File: config.mk
export PLATFORM = sky130hd
export DESIGN_NAME = sigpulse_mc
export DESIGN_NICKNAME = d
export VERILOG_FILES = /design/src/rtl/sigpulse_pkg.sv /design/src/rtl/sigpulse_ch.sv /design/src/rtl/sigpulse_mc.sv
export SDC_FILE = /design/constraint.sdc
export NUM_CORES = 2
export LEC_CHECK = 0
export ABC_AREA = 1
export CAP_MARGIN = 40
export CORE_MARGIN = 5
export CORE_UTILIZATION = 35
export CTS_BUF_LIST = sky130_fd_sc_hd__clkbuf_4 sky130_fd_sc_hd__clkbuf_8 sky130_fd_sc_hd__clkbuf_16
export CTS_CLUSTER_DIAMETER = 60
export DETAILED_ROUTE_END_ITERATION = 10
export GPL_ROUTABILITY_DRIVEN = 0
export GPL_TIMING_DRIVEN = 0
export SKIP_CTS_REPAIR_TIMING = 1
export SYNTH_ARGS = -nofsm -noshare
export SYNTH_HDL_FRONTEND = slang
export SYNTH_HIERARCHICAL = 1
export SYNTH_SLANG_ARGS = --single-unit
File: constraint.sdc
create_clock -name io_clk -period 4.8 [get_ports io_clk]
set_clock_uncertainty 0.1 [all_clocks]
set_input_delay 0.96 -clock io_clk [delete_from_list [all_inputs] [get_ports io_clk]]
set_output_delay 0.96 -clock io_clk [all_outputs]
set_load 0.01 [all_outputs]
File: src/rtl/sigpulse_pkg.sv
// Shared state encoding and default sizes for the sigpulse_mc pulse-train generator.
`timescale 1ns/1ps
package sigpulse_pkg;
  localparam int CH_NUM_DEF    = 4;
  localparam int RAM_WIDTH_DEF = 32;
  localparam int REP_WIDTH_DEF = 16;

  typedef enum logic [1:0] {
    ST_IDLE   = 2'd0,
    ST_DELAY  = 2'd1,
    ST_ACTIVE = 2'd2,
    ST_GAP    = 2'd3
  } state_t;
endpackage

File: src/rtl/sigpulse_ch.sv
// One pulse-train channel: delay/width/gap/repeat FSM; outputs lag the state by one register stage.
// Build option SIGPULSE_MC_RETRIG_EN: a trigger while busy restarts the run instead of being ignored.
`timescale 1ns/1ps
module sigpulse_ch
  import sigpulse_pkg::*;
#(
  parameter int RAM_W = RAM_WIDTH_DEF,
  parameter int REP_W = REP_WIDTH_DEF
) (
  input  logic             io_clk,
  input  logic             io_rst,
  input  logic             en,
  input  logic             dis,
  input  logic             default_level,
  input  logic [RAM_W-1:0] delay,
  input  logic [RAM_W-1:0] width,
  input  logic [RAM_W-1:0] gap,
  input  logic [REP_W-1:0] rep_num,
  output logic             pulse_out,
  output logic             busy,
  output logic             done
);
  localparam logic [RAM_W-1:0] CNT_ONE = RAM_W'(1);

  state_t           state;
  logic [RAM_W-1:0] cnt;
  logic [RAM_W-1:0] width_q;
  logic [RAM_W-1:0] gap_q;
  logic [REP_W-1:0] rep_q;
  logic [REP_W-1:0] pcnt;
  logic [REP_W-1:0] pcnt_inc;
  logic             act_q;
  logic             busy_q;
  logic             done_q;
  logic             start;

  assign pcnt_inc = pcnt + REP_W'(1);

`ifdef SIGPULSE_MC_RETRIG_EN
  assign start = en && (width != '0);
`else
  assign start = en && (width != '0) && (state == ST_IDLE);
`endif

  always_ff @(posedge io_clk or posedge io_rst) begin
    if (io_rst) begin
      state   <= ST_IDLE;
      cnt     <= '0;
      width_q <= '0;
      gap_q   <= '0;
      rep_q   <= '0;
      pcnt    <= '0;
      act_q   <= 1'b0;
      busy_q  <= 1'b0;
      done_q  <= 1'b0;
    end else begin
      act_q  <= (state == ST_ACTIVE);
      busy_q <= (state != ST_IDLE);
      done_q <= 1'b0;
      if (dis) begin
        state  <= ST_IDLE;
        cnt    <= '0;
        pcnt   <= '0;
        act_q  <= 1'b0;
        busy_q <= 1'b0;
      end else if (start) begin
        // Restart path also covers retrigger; it wins over any done due this cycle.
        width_q <= width;
        gap_q   <= gap;
        rep_q   <= rep_num;
        pcnt    <= '0;
        if (delay != '0) begin
          state <= ST_DELAY;
          cnt   <= delay;
        end else begin
          state <= ST_ACTIVE;
          cnt   <= width;
        end
      end else begin
        case (state)
          ST_DELAY, ST_GAP: begin
            if (cnt == CNT_ONE) begin
              state <= ST_ACTIVE;
              cnt   <= width_q;
            end else begin
              cnt <= cnt - CNT_ONE;
            end
          end
          ST_ACTIVE: begin
            if (cnt == CNT_ONE) begin
              if (rep_q != '0) pcnt <= pcnt_inc;
              if ((rep_q != '0) && (pcnt_inc == rep_q)) begin
                state  <= ST_IDLE;
                cnt    <= '0;
                pcnt   <= '0;
                done_q <= 1'b1;
              end else if (gap_q != '0) begin
                state <= ST_GAP;
                cnt   <= gap_q;
              end else begin
                cnt <= width_q;
              end
            end else begin
              cnt <= cnt - CNT_ONE;
            end
          end
          default: begin
            state <= ST_IDLE;
            cnt   <= '0;
          end
        endcase
      end
    end
  end

  // Polarity is applied after the register so a level change is seen without relatching.
  assign pulse_out = dis ? default_level : (default_level ^ act_q);
  assign busy      = busy_q;
  assign done      = done_q;
endmodule

File: src/rtl/sigpulse_mc.sv
// Multi-channel triggered pulse-train generator: independent sigpulse_ch per channel.
// Build option SIGPULSE_MC_RETRIG_EN enables retrigger-while-busy in every channel.
`timescale 1ns/1ps
module sigpulse_mc
  import sigpulse_pkg::*;
#(
  parameter int _CH_NUM    = CH_NUM_DEF,
  parameter int _RAM_WIDTH = RAM_WIDTH_DEF,
  parameter int _REP_WIDTH = REP_WIDTH_DEF
) (
  input  logic                           io_clk,
  input  logic                           io_rst,
  input  logic [_CH_NUM-1:0]             io_en,
  input  logic [_CH_NUM-1:0]             io_dis,
  input  logic [_CH_NUM-1:0]             io_defaultLevel,
  input  logic [_CH_NUM*_RAM_WIDTH-1:0]  io_delay,
  input  logic [_CH_NUM*_RAM_WIDTH-1:0]  io_width,
  input  logic [_CH_NUM*_RAM_WIDTH-1:0]  io_gap,
  input  logic [_CH_NUM*_REP_WIDTH-1:0]  io_repeat,
  output logic [_CH_NUM-1:0]             io_pulseOut,
  output logic [_CH_NUM-1:0]             io_busy,
  output logic [_CH_NUM-1:0]             io_done
);
  for (genvar k = 0; k < _CH_NUM; k++) begin : g_ch
    sigpulse_ch #(
      .RAM_W(_RAM_WIDTH),
      .REP_W(_REP_WIDTH)
    ) u_ch (
      .io_clk       (io_clk),
      .io_rst       (io_rst),
      .en           (io_en[k]),
      .dis          (io_dis[k]),
      .default_level(io_defaultLevel[k]),
      .delay        (io_delay[k*_RAM_WIDTH +: _RAM_WIDTH]),
      .width        (io_width[k*_RAM_WIDTH +: _RAM_WIDTH]),
      .gap          (io_gap[k*_RAM_WIDTH +: _RAM_WIDTH]),
      .rep_num      (io_repeat[k*_REP_WIDTH +: _REP_WIDTH]),
      .pulse_out    (io_pulseOut[k]),
      .busy         (io_busy[k]),
      .done         (io_done[k])
    );
  end
endmodule

# ---- Word level (Yosys, flattened, before mapping)
# Index checks and enable logic that the tools add are counted.
dict set report word_totals {
  ramBits 0
  regBits 532
  memories 0
  latch_bits 0
  mem_bits_ro 0
  wordCells 268
}
dict set report op_classes {
  bitwise_logic 8
  add_sub_neg 8
  n_mul 0
  reduce_logical 64
  n_div 0
  order_cmp 0
  shift 0
  eq_ne 32
  mux 120
}
# operator n
set ops {}
lappend ops {{32-bit two-way mux} 28}
lappend ops {{16-bit two-way mux} 24}
lappend ops {{32-bit nonzero test} 12}
lappend ops {{32-bit case mux with 2 select lines} 4}
lappend ops {{32-bit by 1-bit equality test with 1-bit output, second input constant} 4}
lappend ops {{32-bit by 1-bit subtractor with 32-bit output, second input constant} 4}
lappend ops {{16-bit by 1-bit adder with 16-bit output, second input constant} 4}
lappend ops {{16-bit equality test} 4}
lappend ops {{16-bit nonzero test} 4}
lappend ops {{2-bit two-way mux} 28}
lappend ops {{1-bit two-way mux} 32}
lappend ops {{3-bit AND reduction} 8}
lappend ops {{3-bit nonzero test} 8}
lappend ops {{5-bit by 4-bit != test with 1-bit output, second input constant} 4}
lappend ops {{2-bit equality test, second input constant} 8}
lappend ops {{4-bit by 2-bit != test with 1-bit output, second input constant} 4}
lappend ops {{4-bit by 3-bit != test with 1-bit output, second input constant} 4}
lappend ops {{2-bit case mux with 2 select lines} 4}
lappend ops {{4-bit nonzero test} 4}
lappend ops {{1-bit logical AND} 12}
lappend ops {{2-bit by 1-bit equality test with 1-bit output, second input constant} 4}
lappend ops {{2-bit logical NOT} 4}
lappend ops {{2-bit AND reduction} 4}
lappend ops {{2-bit nonzero test} 4}
lappend ops {{other kinds (3)} 12}

# ---- Depth between registers and ports, before layout
dict set report depth {
  ltp_word 8
  depth_mapped 19
  depth_no_buf 18
}

# ---- By module
# The synthesis kept the hierarchy.
# mod instances cells_each area_per_inst_um2 seq_area_each_um2
set by_module_without_submodules {}
lappend by_module_without_submodules {{sigpulse_ch (g_ch[1].u_ch ...)} 2 1235 8384.3 3328.2}
lappend by_module_without_submodules {{sigpulse_ch (g_ch[0].u_ch)} 1 1249 8391.8 3328.2}
lappend by_module_without_submodules {{sigpulse_ch (g_ch[3].u_ch)} 1 1232 8320.5 3328.2}

# ---- Least setup slack after synthesis
# Ideal clock, no wire load.
dict set report synth_timing {
  kind {input to register}
  startpoint {input port io_width[104]}
  endpoint {register g_ch[3].u_ch.cnt[23]}
  stages 11
  t_required_ns 4.579
  slack_ns 2.237
  n_path_buf 2
  t_arrival_ns 2.342
  setup_ns 0.121
  cell_sequence {nor4_1 nand4_1 or2_2 nand2_1 nor2_1 buf_2 buf_2 nand2_1 nand2_1 o21ai_0 nand2_1}
}
dict set report synth_between {
  elab_chain_len 5
}
# element line
set synth_lines {}
lappend synth_lines {{start, declared} sigpulse_mc.sv:17} ;# input logic [_CH_NUM*_RAM_WIDTH-1:0] io_width,
lappend synth_lines {{32-bit nonzero test} sigpulse_ch.sv:42} ;# assign start = en && (width != '0) && (state == ST_IDLE);
lappend synth_lines {{1-bit logical AND (2 in a row)} sigpulse_ch.sv:42}
lappend synth_lines {{32-bit two-way mux} sigpulse_ch.sv:66} ;# end else if (start) begin
lappend synth_lines {{32-bit two-way mux} sigpulse_ch.sv:60} ;# if (dis) begin
lappend synth_lines {{end signal, assigned} sigpulse_ch.sv:74} ;# cnt <= delay;
lappend synth_lines {{end signal, assigned} sigpulse_ch.sv:77} ;# cnt <= width;
lappend synth_lines {{end signal, assigned} sigpulse_ch.sv:84} ;# cnt <= width_q;
lappend synth_lines {{end, declared} sigpulse_ch.sv:26} ;# logic [RAM_W-1:0] cnt;
# Every way passes these cells.
# A chain may end at the register's enable or synchronous reset.

# ---- Final worst setup path
dict set report layout_timing {
  startpoint {input port io_width[61]}
  endpoint {register g_ch[1].u_ch.cnt[2]}
}
dict set report layout_between {
  elab_chain_len 5
}
# element line
set layout_lines {}
lappend layout_lines {{32-bit nonzero test} sigpulse_ch.sv:42}
lappend layout_lines {{1-bit logical AND (2 in a row)} sigpulse_ch.sv:42}
lappend layout_lines {{32-bit two-way mux} sigpulse_ch.sv:66}
lappend layout_lines {{32-bit two-way mux} sigpulse_ch.sv:60}
lappend layout_lines {{end signal, assigned} sigpulse_ch.sv:74}
lappend layout_lines {{end signal, assigned} sigpulse_ch.sv:77}
lappend layout_lines {{end signal, assigned} sigpulse_ch.sv:84}
lappend layout_lines {{end, declared} sigpulse_ch.sv:26}
# Every way passes these cells.

==> summary.txt <==
STA
  • Final-report hold violation count: 0
  • Smallest setup slack after layout: around 0.62 ns
  • Share of the clock period used by the worst path: 0.870
  • Time the final worst path needs with I/O delays and setup: between 4 and 5 ns
  • Setup-violating endpoint count in the final report: 0
  • Worst Tran Pin Value: around 0.86 ns
  • Highest clock rate: about 0.24 GHz
  • Setup repair after global routing missed its margin: false
  • Number of max-slew violations in the final report: 0
  • Accumulated negative setup slack: 0 ns
  • Hold WS: between 0.4 and 0.5 ns
  • Relative max-transition margin: 0.422

Routing
  • Remaining antenna violation count: 0
  • Via-to-Cell Ratio: around 5.2
  • Post-route DRC: 0
  • Routed wire per std cell: between 15 and 20 µm
  • DR vias: 35300
  • WL final: 127000 µm
  • Number of search-and-repair iterations in the first detailed-routing pass: 7
  • Detailed router's first-iteration violation count: 3133

Pwr
  • Highest ir drop seen on vdd: around 0.00032 V
  • Post-route total power: around 22 mW
  • Pwr per Cell Area: about 500 mW/mm²
  • Leakage: 20.3 nW

Global routing
  • First-pass GRT wire length: about 200000 µm
  • Pin count of the biggest net entering global routing: 84
  • Overflow left after global routing: 0
  • Antenna violations before repair: 9
  • Gr usage total: 0.240
  • Number of global-route vias before repair: 34500

Layout
  • Core Util, Final: 0.447
  • Final std cells w/o fill: between 6000 and 7000
  • Area growth from synthesis to layout: 26.9%
  • Leading cell types in the layout, fill and taps excluded: 1707 x sky130_fd_sc_hd__nand2_1, 711 x sky130_fd_sc_hd__o21ai_0, 563 x sky130_fd_sc_hd__inv_1
  • Most common library cell in the layout ignoring fill and taps: sky130_fd_sc_hd__nand2_1
  • Final nets: 5980
  • Summed area of non-filler cells in the final layout: about 0.042 mm²
  • Share of final-layout standard cells stronger than drive strength 1: 0.0538

Setup path
  • Max FO, Critical Path: 10
  • Worst setup path startpoint: io_width[61]
  • Slowest Stage Delay on Critical Path: 0.78 ns
  • Worst Path Class, Setup: primary input to flop
  • Startpoint type of the worst setup path: primary input
  • Required time of the worst setup path: between 5 and 6 ns
  • Crit path top cell by count: sky130_fd_sc_hd__nand2_1
  • Flop2flop setup slack: 1.41 ns
  • Signal arrival time at the worst endpoint: ~4.6 ns
  • Critical Path Slowest Stage Cell: sky130_fd_sc_hd__nor4_1
  • Start of the worst register-to-register path: g_ch[0].u_ch/state[0]$_DFFE_PP0P_
  • Worst-path cell chain: clkdlybuf4s50_1 -> nor4_1 -> nand4_1 -> or2_0 -> nand2_1 -> nor2_1 -> nand2_1 -> clkbuf_1 -> nand2_1 -> o21ai_0 -> nand2_1
  • Crit path capture type: flop

Logic synthesis
  • Net Count, Synth: 5425
  • Mean area per synthesized cell: 6.76 µm²
  • Fraction of registers with async set/reset: 1.00
  • Yosys Warn Count: 6
  • Count of mapped cells out of synthesis: about 5000
  • Sequential fraction of the synthesis area: 0.398
  • Number of enable flip-flop cells after synthesis: 0
  • Dominant register cell in the synthesized netlist: sky130_fd_sc_hd__dfrtp_1
  • Number of distinct library cells after synthesis: 46
  • Largest cells by area after synthesis: sky130_fd_sc_hd__dfrtp_1 40%, sky130_fd_sc_hd__nand2_1 19%, sky130_fd_sc_hd__o21ai_0 11%
  • Yosys top cell area share: 0.398
  • Most area-hungry cell type in the Yosys netlist: sky130_fd_sc_hd__dfrtp_1
  • Post-synthesis register bit count: between 500 and 600
  • Area of the mapped netlist: approximately 0.033 mm²

Clocking
  • CTS tree: yes
  • Insertion delay of the later-clocked pin in the worst-skew pair: 0.64 ns
  • Clock edge transition at the registers on the reported setup and hold paths: around 0.05 ns
  • Clock sink total: 532
  • Inserted Clock Buffers: 75
  • Clock Tree Buf Depth: 3
  • H-tree Lvls: 3
  • Root Driver: sky130_fd_sc_hd__clkbuf_16

Placed design
  • HPWL after detailed placement: ~99000 µm
  • Pre-CTS worst setup slack: between 0.1 and 0.15 ns
  • Post-DP Area: approximately 0.04 mm²
  • Cell count after placement: between 6000 and 7000
  • Count of buffers inserted at the top-level ports: between 400 and 500

Floorplanning
  • Count of boundary I/O pins: 474
  • Height of the die: ~320 µm
  • Area of the core: around 0.095 mm²
  • Width of the die: approximately 320 µm
  • Row cnt: roughly 110
  • Die footprint: just over 0.1 mm²
  • Initial core utilization: 0.352

Run
  • Max-cap violations: 0

Run status
  • Result of the run: complete, no violations

Worst hold path
  • Path category of the worst min-delay check: flop to flop
  • Hold path startpoint: g_ch[3].u_ch/state[1]$_DFFE_PP0P_
where the power goes:
group	switching [mW]	total, mW	internal, mW	leakage [nW]
sequential	1.19	7.33	6.14	6.84
combinational	5.62	8.73	3.11	12.2
clock	2.24	5.73	3.49	1.26
total	9.05	21.8	12.7	20.3
routing by layer:
| layer | GRT usage | part of all wire | vias up |
|---|---|---|---|
| li1 | - | - | 17200 |
| met4 | 0.0678 | 0.028 | 2 |
| met5 | 0 | 0.00010 | - |
| met2 | 0.390 | 0.46 | 1244 |
| met3 | 0.0426 | 0.068 | 208 |
| met1 | 0.329 | 0.45 | 16600 |
worst paths after layout:
check / to / depth (start not counted)
setup / recovery: g_ch[1].u_ch/cnt[2]$_DFF_PP0_ / 11
hold / removal: g_ch[3].u_ch/state[1]$_DFFE_PP0P_ / 2
setup reg to reg: g_ch[0].u_ch/gap_q[20]$_DFFE_PP0P_ / 9
hold reg to reg: g_ch[3].u_ch/state[1]$_DFFE_PP0P_ / 2
max in group asynchronous: g_ch[1].u_ch/width_q[12]$_DFFE_PP0P_ / 3
min in group asynchronous: g_ch[0].u_ch/pcnt[8]$_DFFE_PP0P_ / 2
sequential cells by signal, summed over array words and instances (netlist names):
| name | count |
|---|---|
| g_ch.u_ch/act_q | 4 |
| g_ch.u_ch/rep_q | 64 |
| g_ch.u_ch/width_q | 128 |
| g_ch.u_ch/pcnt | 64 |
| g_ch.u_ch/cnt | 128 |
| g_ch.u_ch/done | 4 |
| g_ch.u_ch/busy | 4 |
| g_ch.u_ch/gap_q | 128 |
| g_ch.u_ch/state | 8 |
critical path, delay by kind of cell:
kind	cells	cell delay, ns
AOI/OAI and AO/OA	1	0.14
buffers and inverters	2	1.08
and+or+nand+nor	8	2.39
area by class of cell:
type                       instances  area, µm²
inverter                         586       2220
clock inverter                    35        417
tap                             1265       1580
fill                            9975      52500
buffer                           199        918
multi-input combinational       3634      17100
sequential                       532      13300
clock buffer                      94       2130
antenna                            6       15.0
timing repair buffer             478       4860
synthesized netlist by cell type (all sizes together), types with 7 or more instances:
| cell type | n |
|---|---|
| nand3b | 7 |
| nand2 | 1711 |
| inv | 576 |
| buf | 61 |
| nor3 | 61 |
| o21ai | 728 |
| dfrtp | 532 |
| o211ai | 44 |
| mux2 | 12 |
| clkinv | 10 |
| ha | 12 |
| nor2 | 335 |
| xnor2 | 15 |
| nor4 | 104 |
| a21oi | 126 |
| a31oi | 8 |
| or2 | 13 |
| nand4 | 112 |
| xor2 | 62 |
| nand3 | 233 |
| clkbuf | 138 |
| o22ai | 33 |
cell families after synthesis:
logic type | share of synthesized area
simple gates | 0.328
compound gates | 0.151
fa+ha+maj | 0.00448
buf+inv | 0.0931
mux | 0.00404
xor+xnor | 0.0222
flops | 0.398
Power figures use the tool's default switching activity.
